$ cat src/rtl/riscv_pkg.sv
// Shared RV32I definitions: load/store funct3 encodings, LSU states and
// access-size helpers used by the LSU and its load alignment logic.
package riscv_pkg;

  localparam logic [2:0] F3_B  = 3'b000;
  localparam logic [2:0] F3_H  = 3'b001;
  localparam logic [2:0] F3_W  = 3'b010;
  localparam logic [2:0] F3_BU = 3'b100;
  localparam logic [2:0] F3_HU = 3'b101;

  typedef enum logic [1:0] {IDLE, REQ, WAIT_RSP} lsu_state_t;

  typedef enum logic [1:0] {SZ_B, SZ_H, SZ_W} mem_size_t;

  // Undefined encodings (011, 110, 111) behave as a full word.
  function automatic mem_size_t f3_size(input logic [2:0] funct3);
    case (funct3)
      F3_B, F3_BU: return SZ_B;
      F3_H, F3_HU: return SZ_H;
      default:     return SZ_W;
    endcase
  endfunction

  function automatic logic is_misaligned(input logic [2:0] funct3, input logic [1:0] offset);
    case (f3_size(funct3))
      SZ_H:    return offset[0];
      SZ_W:    return offset != 2'b00;
      default: return 1'b0;
    endcase
  endfunction

endpackage

$ cat src/rtl/load_align.sv
// Selects the addressed byte/half of a read word and sign- or zero-extends it.
// Purely combinational; shared by every path that returns load data.
module load_align
  import riscv_pkg::*;
#(
  parameter int XLEN = 32
) (
  input  logic [XLEN-1:0] rdata,
  input  logic [1:0]      addr,
  input  logic [2:0]      funct3,
  output logic [XLEN-1:0] data
);

  logic [7:0]  lane_byte;
  logic [15:0] lane_half;
  logic        is_unsigned;

  // NOTE: every always_comb output gets a default first so no path can infer a latch.
  always_comb begin
    lane_byte   = rdata[{addr, 3'b000} +: 8];
    lane_half   = rdata[{addr[1], 4'b0000} +: 16];
    is_unsigned = funct3[2];
    data        = rdata;
    case (f3_size(funct3))
      SZ_B:    data = is_unsigned ? {{(XLEN-8){1'b0}}, lane_byte}
                                  : {{(XLEN-8){lane_byte[7]}}, lane_byte};
      SZ_H:    data = is_unsigned ? {{(XLEN-16){1'b0}}, lane_half}
                                  : {{(XLEN-16){lane_half[15]}}, lane_half};
      default: data = rdata;
    endcase
  end

endmodule

$ cat src/rtl/lsu.sv
// Load/store unit: accepts one memory op at a time from execute, drives the
// data-memory handshake and returns a registered, extended load result.
module lsu
  import riscv_pkg::*;
#(
  parameter int XLEN = 32
) (
  input  logic            clk,
  input  logic            reset,
  input  logic            in_valid,
  output logic            in_ready,
  input  logic            in_is_store,
  input  logic [2:0]      in_funct3,
  input  logic [XLEN-1:0] in_addr,
  input  logic [XLEN-1:0] in_wdata,
  input  logic [4:0]      in_rd,
  output logic            mem_req_valid,
  input  logic            mem_req_ready,
  output logic [XLEN-1:0] mem_req_addr,
  output logic            mem_req_we,
  output logic [3:0]      mem_req_wstrb,
  output logic [XLEN-1:0] mem_req_wdata,
  input  logic            mem_rsp_valid,
  input  logic [XLEN-1:0] mem_rsp_rdata,
  output logic            wb_valid,
  output logic [4:0]      wb_rd,
  output logic [XLEN-1:0] wb_data,
  output logic            st_done,
  output logic            misalign,
  output logic [XLEN-1:0] misalign_addr
);

  lsu_state_t      state, state_next;
  logic [XLEN-1:0] op_addr;
  logic [XLEN-1:0] op_wdata;
  logic [2:0]      op_funct3;
  logic            op_store;
  logic [4:0]      op_rd;
  logic            accept;
  logic            accept_misaligned;
  logic [XLEN-1:0] load_data;

  assign accept            = in_valid && in_ready;
  assign accept_misaligned = accept && is_misaligned(in_funct3, in_addr[1:0]);

  load_align #(.XLEN(XLEN)) u_load_align (
    .rdata  (mem_rsp_rdata),
    .addr   (op_addr[1:0]),
    .funct3 (op_funct3),
    .data   (load_data)
  );

  always_comb begin
    state_next    = state;
    in_ready      = 1'b0;
    mem_req_valid = 1'b0;
    mem_req_addr  = {op_addr[XLEN-1:2], 2'b00};
    mem_req_we    = op_store;
    mem_req_wstrb = 4'b0000;
    mem_req_wdata = op_wdata;

    // Request fields come only from latched state, so they hold until the handshake.
    if (op_store) begin
      case (f3_size(op_funct3))
        SZ_B: begin
          mem_req_wstrb = 4'b0001 << op_addr[1:0];
          mem_req_wdata = {4{op_wdata[7:0]}};
        end
        SZ_H: begin
          mem_req_wstrb = 4'b0011 << op_addr[1:0];
          mem_req_wdata = {2{op_wdata[15:0]}};
        end
        default: mem_req_wstrb = 4'b1111;
      endcase
    end

    case (state)
      IDLE: begin
        in_ready = 1'b1;
        if (accept && !accept_misaligned) state_next = REQ;
      end
      REQ: begin
        mem_req_valid = 1'b1;
        if (mem_req_ready) state_next = op_store ? IDLE : WAIT_RSP;
      end
      WAIT_RSP: begin
        if (mem_rsp_valid) state_next = IDLE;
      end
      default: state_next = IDLE;
    endcase
  end

  // NOTE: sequential state uses non-blocking assignments so every register samples pre-edge values.
  always_ff @(posedge clk) begin
    if (reset) begin
      state         <= IDLE;
      op_addr       <= '0;
      op_wdata      <= '0;
      op_funct3     <= F3_W;
      op_store      <= 1'b0;
      op_rd         <= '0;
      wb_valid      <= 1'b0;
      wb_rd         <= '0;
      wb_data       <= '0;
      st_done       <= 1'b0;
      misalign      <= 1'b0;
      misalign_addr <= '0;
    end else begin
      state    <= state_next;
      misalign <= accept_misaligned;
      st_done  <= (state == REQ) && mem_req_ready && op_store;
      wb_valid <= (state == WAIT_RSP) && mem_rsp_valid;

      if (accept) begin
        op_addr   <= in_addr;
        op_wdata  <= in_wdata;
        op_funct3 <= in_funct3;
        op_store  <= in_is_store;
        op_rd     <= in_rd;
      end
      if (accept_misaligned) misalign_addr <= in_addr;
      if ((state == WAIT_RSP) && mem_rsp_valid) begin
        wb_data <= load_data;
        wb_rd   <= op_rd;
      end
    end
  end

endmodule

$ cat config.mk
export PLATFORM = sky130hd
export DESIGN_NAME = lsu
export DESIGN_NICKNAME = d
export VERILOG_FILES = /design/src/rtl/riscv_pkg.sv /design/src/rtl/load_align.sv /design/src/rtl/lsu.sv
export SDC_FILE = /design/constraint.sdc
export NUM_CORES = 1
export LEC_CHECK = 0
export CORE_ASPECT_RATIO = 1.75
export CORE_MARGIN = 3
export CORE_UTILIZATION = 38
export CTS_CLUSTER_DIAMETER = 40
export DETAILED_ROUTE_END_ITERATION = 8
export PLACE_DENSITY_LB_ADDON = 0.08
export SLEW_MARGIN = 20
export SYNTH_ARGS = -nofsm -noshare
export SYNTH_HDL_FRONTEND = slang
export SYNTH_SLANG_ARGS = --single-unit
$ cat constraint.sdc
create_clock -name clk -period 1.44 [get_ports clk]
set_input_delay 0.288 -clock clk [delete_from_list [all_inputs] [get_ports clk]]
set_output_delay 0.288 -clock clk [all_outputs]
set_load 0.02 [all_outputs]
==> flow_metrics.tcl <==
set metrics [dict create \
    synthesis.area_sq_mm 0.00684 \
    final_cells 1337 \
    final-seq-area_sq_mm 0.00298 \
    syn_to_final_growth_pct 80.1 \
    synthAdderAreaFrac 0 \
    multiInputGateArea_sq_mm 0.00430 \
    wl_um 24800 \
    r2r_end "op_wdata[2]" \
    clock_skew_ns 0.00893 \
    finalMaxSlewViolations 0 \
    die_area_sq_mm 0.0197 \
    layout_common_cells "dfxtp_1 (132), clkdlybuf4s50_1 (108), nand2_1 (106)" \
    synth-simple-area-share 0.205 \
    combPwrFrac 0.249 \
    nNetsFinal 1203 \
    drtIter0Drc 190 \
    insertion_delay_ns 0.43 \
    ys_seq_area_frac 0.430 \
    power.switching_mw 3.39 \
    initial_core_util 0.390 \
    drc 0 \
    core-area_sq_mm 0.0175 \
    cap_violations 0 \
    vdd_drop_max_v 0.000689 \
    r2r_slack_ns -0.18 \
    root_buffer "clkbuf_16" \
    vias 6758 \
    p_per_area_mw_per_mm2 937 \
    fin_ws_ns -0.475 \
    max_freq_mhz 522 \
    setup_violations 138 \
    syn_inst 787 \
    period_share 1.33 \
    grt_pass1_vias 6560 \
    hold_path.class "input port to flop" \
    yosysWarnings 0 \
    p_total_mw 11.5 \
    fillCellCount 1396 \
    pin_count 253 \
    syn_avg_cell_area_sq_um 8.69 \
    place_inst 1244 \
    power.internal_mw 8.15 \
    violations "setup timing" \
    switching_share 0.293 \
    clockBufferDepth 2 \
    die_w_um 107 \
    cts_made_buffers 17 \
    wire_per_inst_um 18.6 \
    critical_path_required_ns 1.15 \
    io_buffers 250 \
    drt-vias-per-instance 5.05 \
    critPathLaunchType "flop" \
    overflow 0 \
    end_kind "output port" \
    synth_compound_area_frac 0.150 \
    synth.area.mux_share 0.123 \
    h-tree-depth 4 \
    ys_ff_latch 147 \
    synth_edf_count 0 \
    final.min_clock_period_ns 1.91 \
    async_flop_share 0 \
    place_congestion 0.808 \
    clkTransAtPathRegs_ns 0.07 \
    synth_top_flop_cell "dfxtp_1" \
    num_antenna_cells 0 \
    worstHoldStart "reset" \
    final_common_cell "dfxtp_1" \
    synthXorXnorAreaFrac 0 \
    ant_nets 0 \
    die_y_um 183 \
    pwr-share-seq 0.383 \
    arrival_ns 1.63 \
    antenna_found_initial 0 \
    synth_top_family_by_area "simple AND/OR/NAND/NOR gates" \
    whs_ns 0.268 \
    cts_tree "done" \
    grt_pass1_wl_um 35400 \
    worst-path-max-fanout 8 \
    criticalPathCategory "flop to output port" \
    rows 64 \
    rsz0062_at_grt "yes" \
    gr-usage-all-layers 0.232 \
    synth.distinct_cells 42 \
    hold_viol_final 0 \
    dr.pass1.iters 4 \
    power.leakage_nw 5.31 \
    grt_max_degree 51 \
    p_clk_frac 0.368 \
    worstHoldPathCells 2 \
    reg2regPathDepth 9 \
    dpl.hpwl_um 15200 \
    rr_startpoint "state[1]" \
    cts_sinks 147 \
    hold_path_end "misalign" \
    layout-drive-gt1-share 0.386 \
    status "finished, violations left" \
]
[through the flow]
step | setup WS (ns) | utilization | cell area [sq um] | TNS (ns)
after detailed placement | -0.424 | 0.560 | 9820 | -56.25
final | -0.475 | 0.702 | 12300 | -20.93
after global placement | -0.407 | 0.560 | 9820 | -53.72
after global routing | -0.522 | 0.702 | 12300 | -29.68
after floorplan | -0.137 | - | 6940 | -1.34
after CTS | -0.486 | 0.641 | 11200 | -14.43
[power by group through the flow]
stage	Combinational, mW	Sequential (mW)	Clock (mW)
2_1_floorplan	1.06	4.56	0
3_3_place_gp	2.12	4.50	0
3_5_place_dp	2.13	4.50	0
4_1_cts	2.50	4.41	4.34
5_1_grt	3.04	4.44	4.51
6_report	2.87	4.42	4.25
[metal layers]
layer,vias to the layer above,part of all wire,track usage
met1,3200,0.36,0.261
met5,-,0,0
li1,3259,-,-
met2,247,0.53,0.416
met3,52,0.066,0.0594
met4,0,0.037,0.0900
[sequential cells by signal (all words and copies together), names as in the netlist, 2 cells and up]
signal         flops
wb_data           32
op_addr           32
misalign_addr     32
op_funct3          3
state              2
wb_rd              5
op_rd              5
op_wdata          32
[worst max-delay path by stage]
stage            startpoint                end  slack, ns  cells past startpoint
4_1_cts        op_funct3[1]  mem_req_wdata[14]      -0.49                      5
3_5_place_dp       in_valid  misalign_addr[31]      -0.42                      5
5_1_grt        op_funct3[1]  mem_req_wdata[14]      -0.52                      5
2_1_floorplan  op_funct3[1]  mem_req_wdata[10]      -0.14                      5
3_3_place_gp   op_funct3[1]  mem_req_wdata[24]      -0.41                      6
6_report       op_funct3[1]  mem_req_wdata[14]      -0.47                      5
[critical path, stage by stage (launching register included)]
cell and delay [ns]:
dfxtp_2 0.32, nand2b_4 0.17, nor2_4 0.11, buf_12 0.15, mux2_4 0.31, buf_6 0.13
[cells by family after synthesis]
| group | after synthesis |
|---|---|
| AND/OR/NAND/NOR | 293 |
| other | 1 |
| buffers and inverters | 106 |
| flip-flops | 147 |
| AO/OA/AOI/OAI | 167 |
| multiplexers | 73 |
[layout make-up]
cell class | count | share of cell area
Timing Repair Buffer | 389 | 0.339
Sequential cell | 147 | 0.242
Tap cell | 231 | 0.0235
Clock inverter | 11 | 0.00772
Multi-Input combinational cell | 536 | 0.349
Clock buffer | 21 | 0.0382
Inverter | 2 | 0.000610
[Yosys cell counts, types with 2 or more instances]
master / instances / area [sq um]
nand2_1: 166 / 623
dfxtp_1: 147 / 2940
a21oi_1: 100 / 500
nand2b_1: 72 / 450
mux2i_1: 48 / 480
buf_4: 41 / 308
buf_2: 32 / 160
nor2_1: 27 / 101
clkbuf_1: 26 / 97.6
mux2_2: 18 / 203
a311oi_1: 16 / 140
nand3b_1: 10 / 75.1
o21ai_0: 10 / 50.1
a32oi_1: 8 / 70.1
a21o_1: 7 / 52.6
a31oi_1: 7 / 43.8
mux4_2: 7 / 158
o21bai_1: 7 / 52.6
nor2b_1: 6 / 37.5
buf_6: 4 / 45.0
o21a_1: 4 / 30.0
and3b_1: 2 / 17.5
inv_1: 2 / 7.51
nor3b_1: 2 / 15.0
[repair_timing]
item                                    CTS  global route
endpoints found under the setup margin  283           192
gates cloned                             17             7
setup buffers                            30            14
gates resized for setup                 412           248
pin swaps                                45           114
hold buffers                              0             0
No activity file was read; power rests on OpenSTA's default activity.
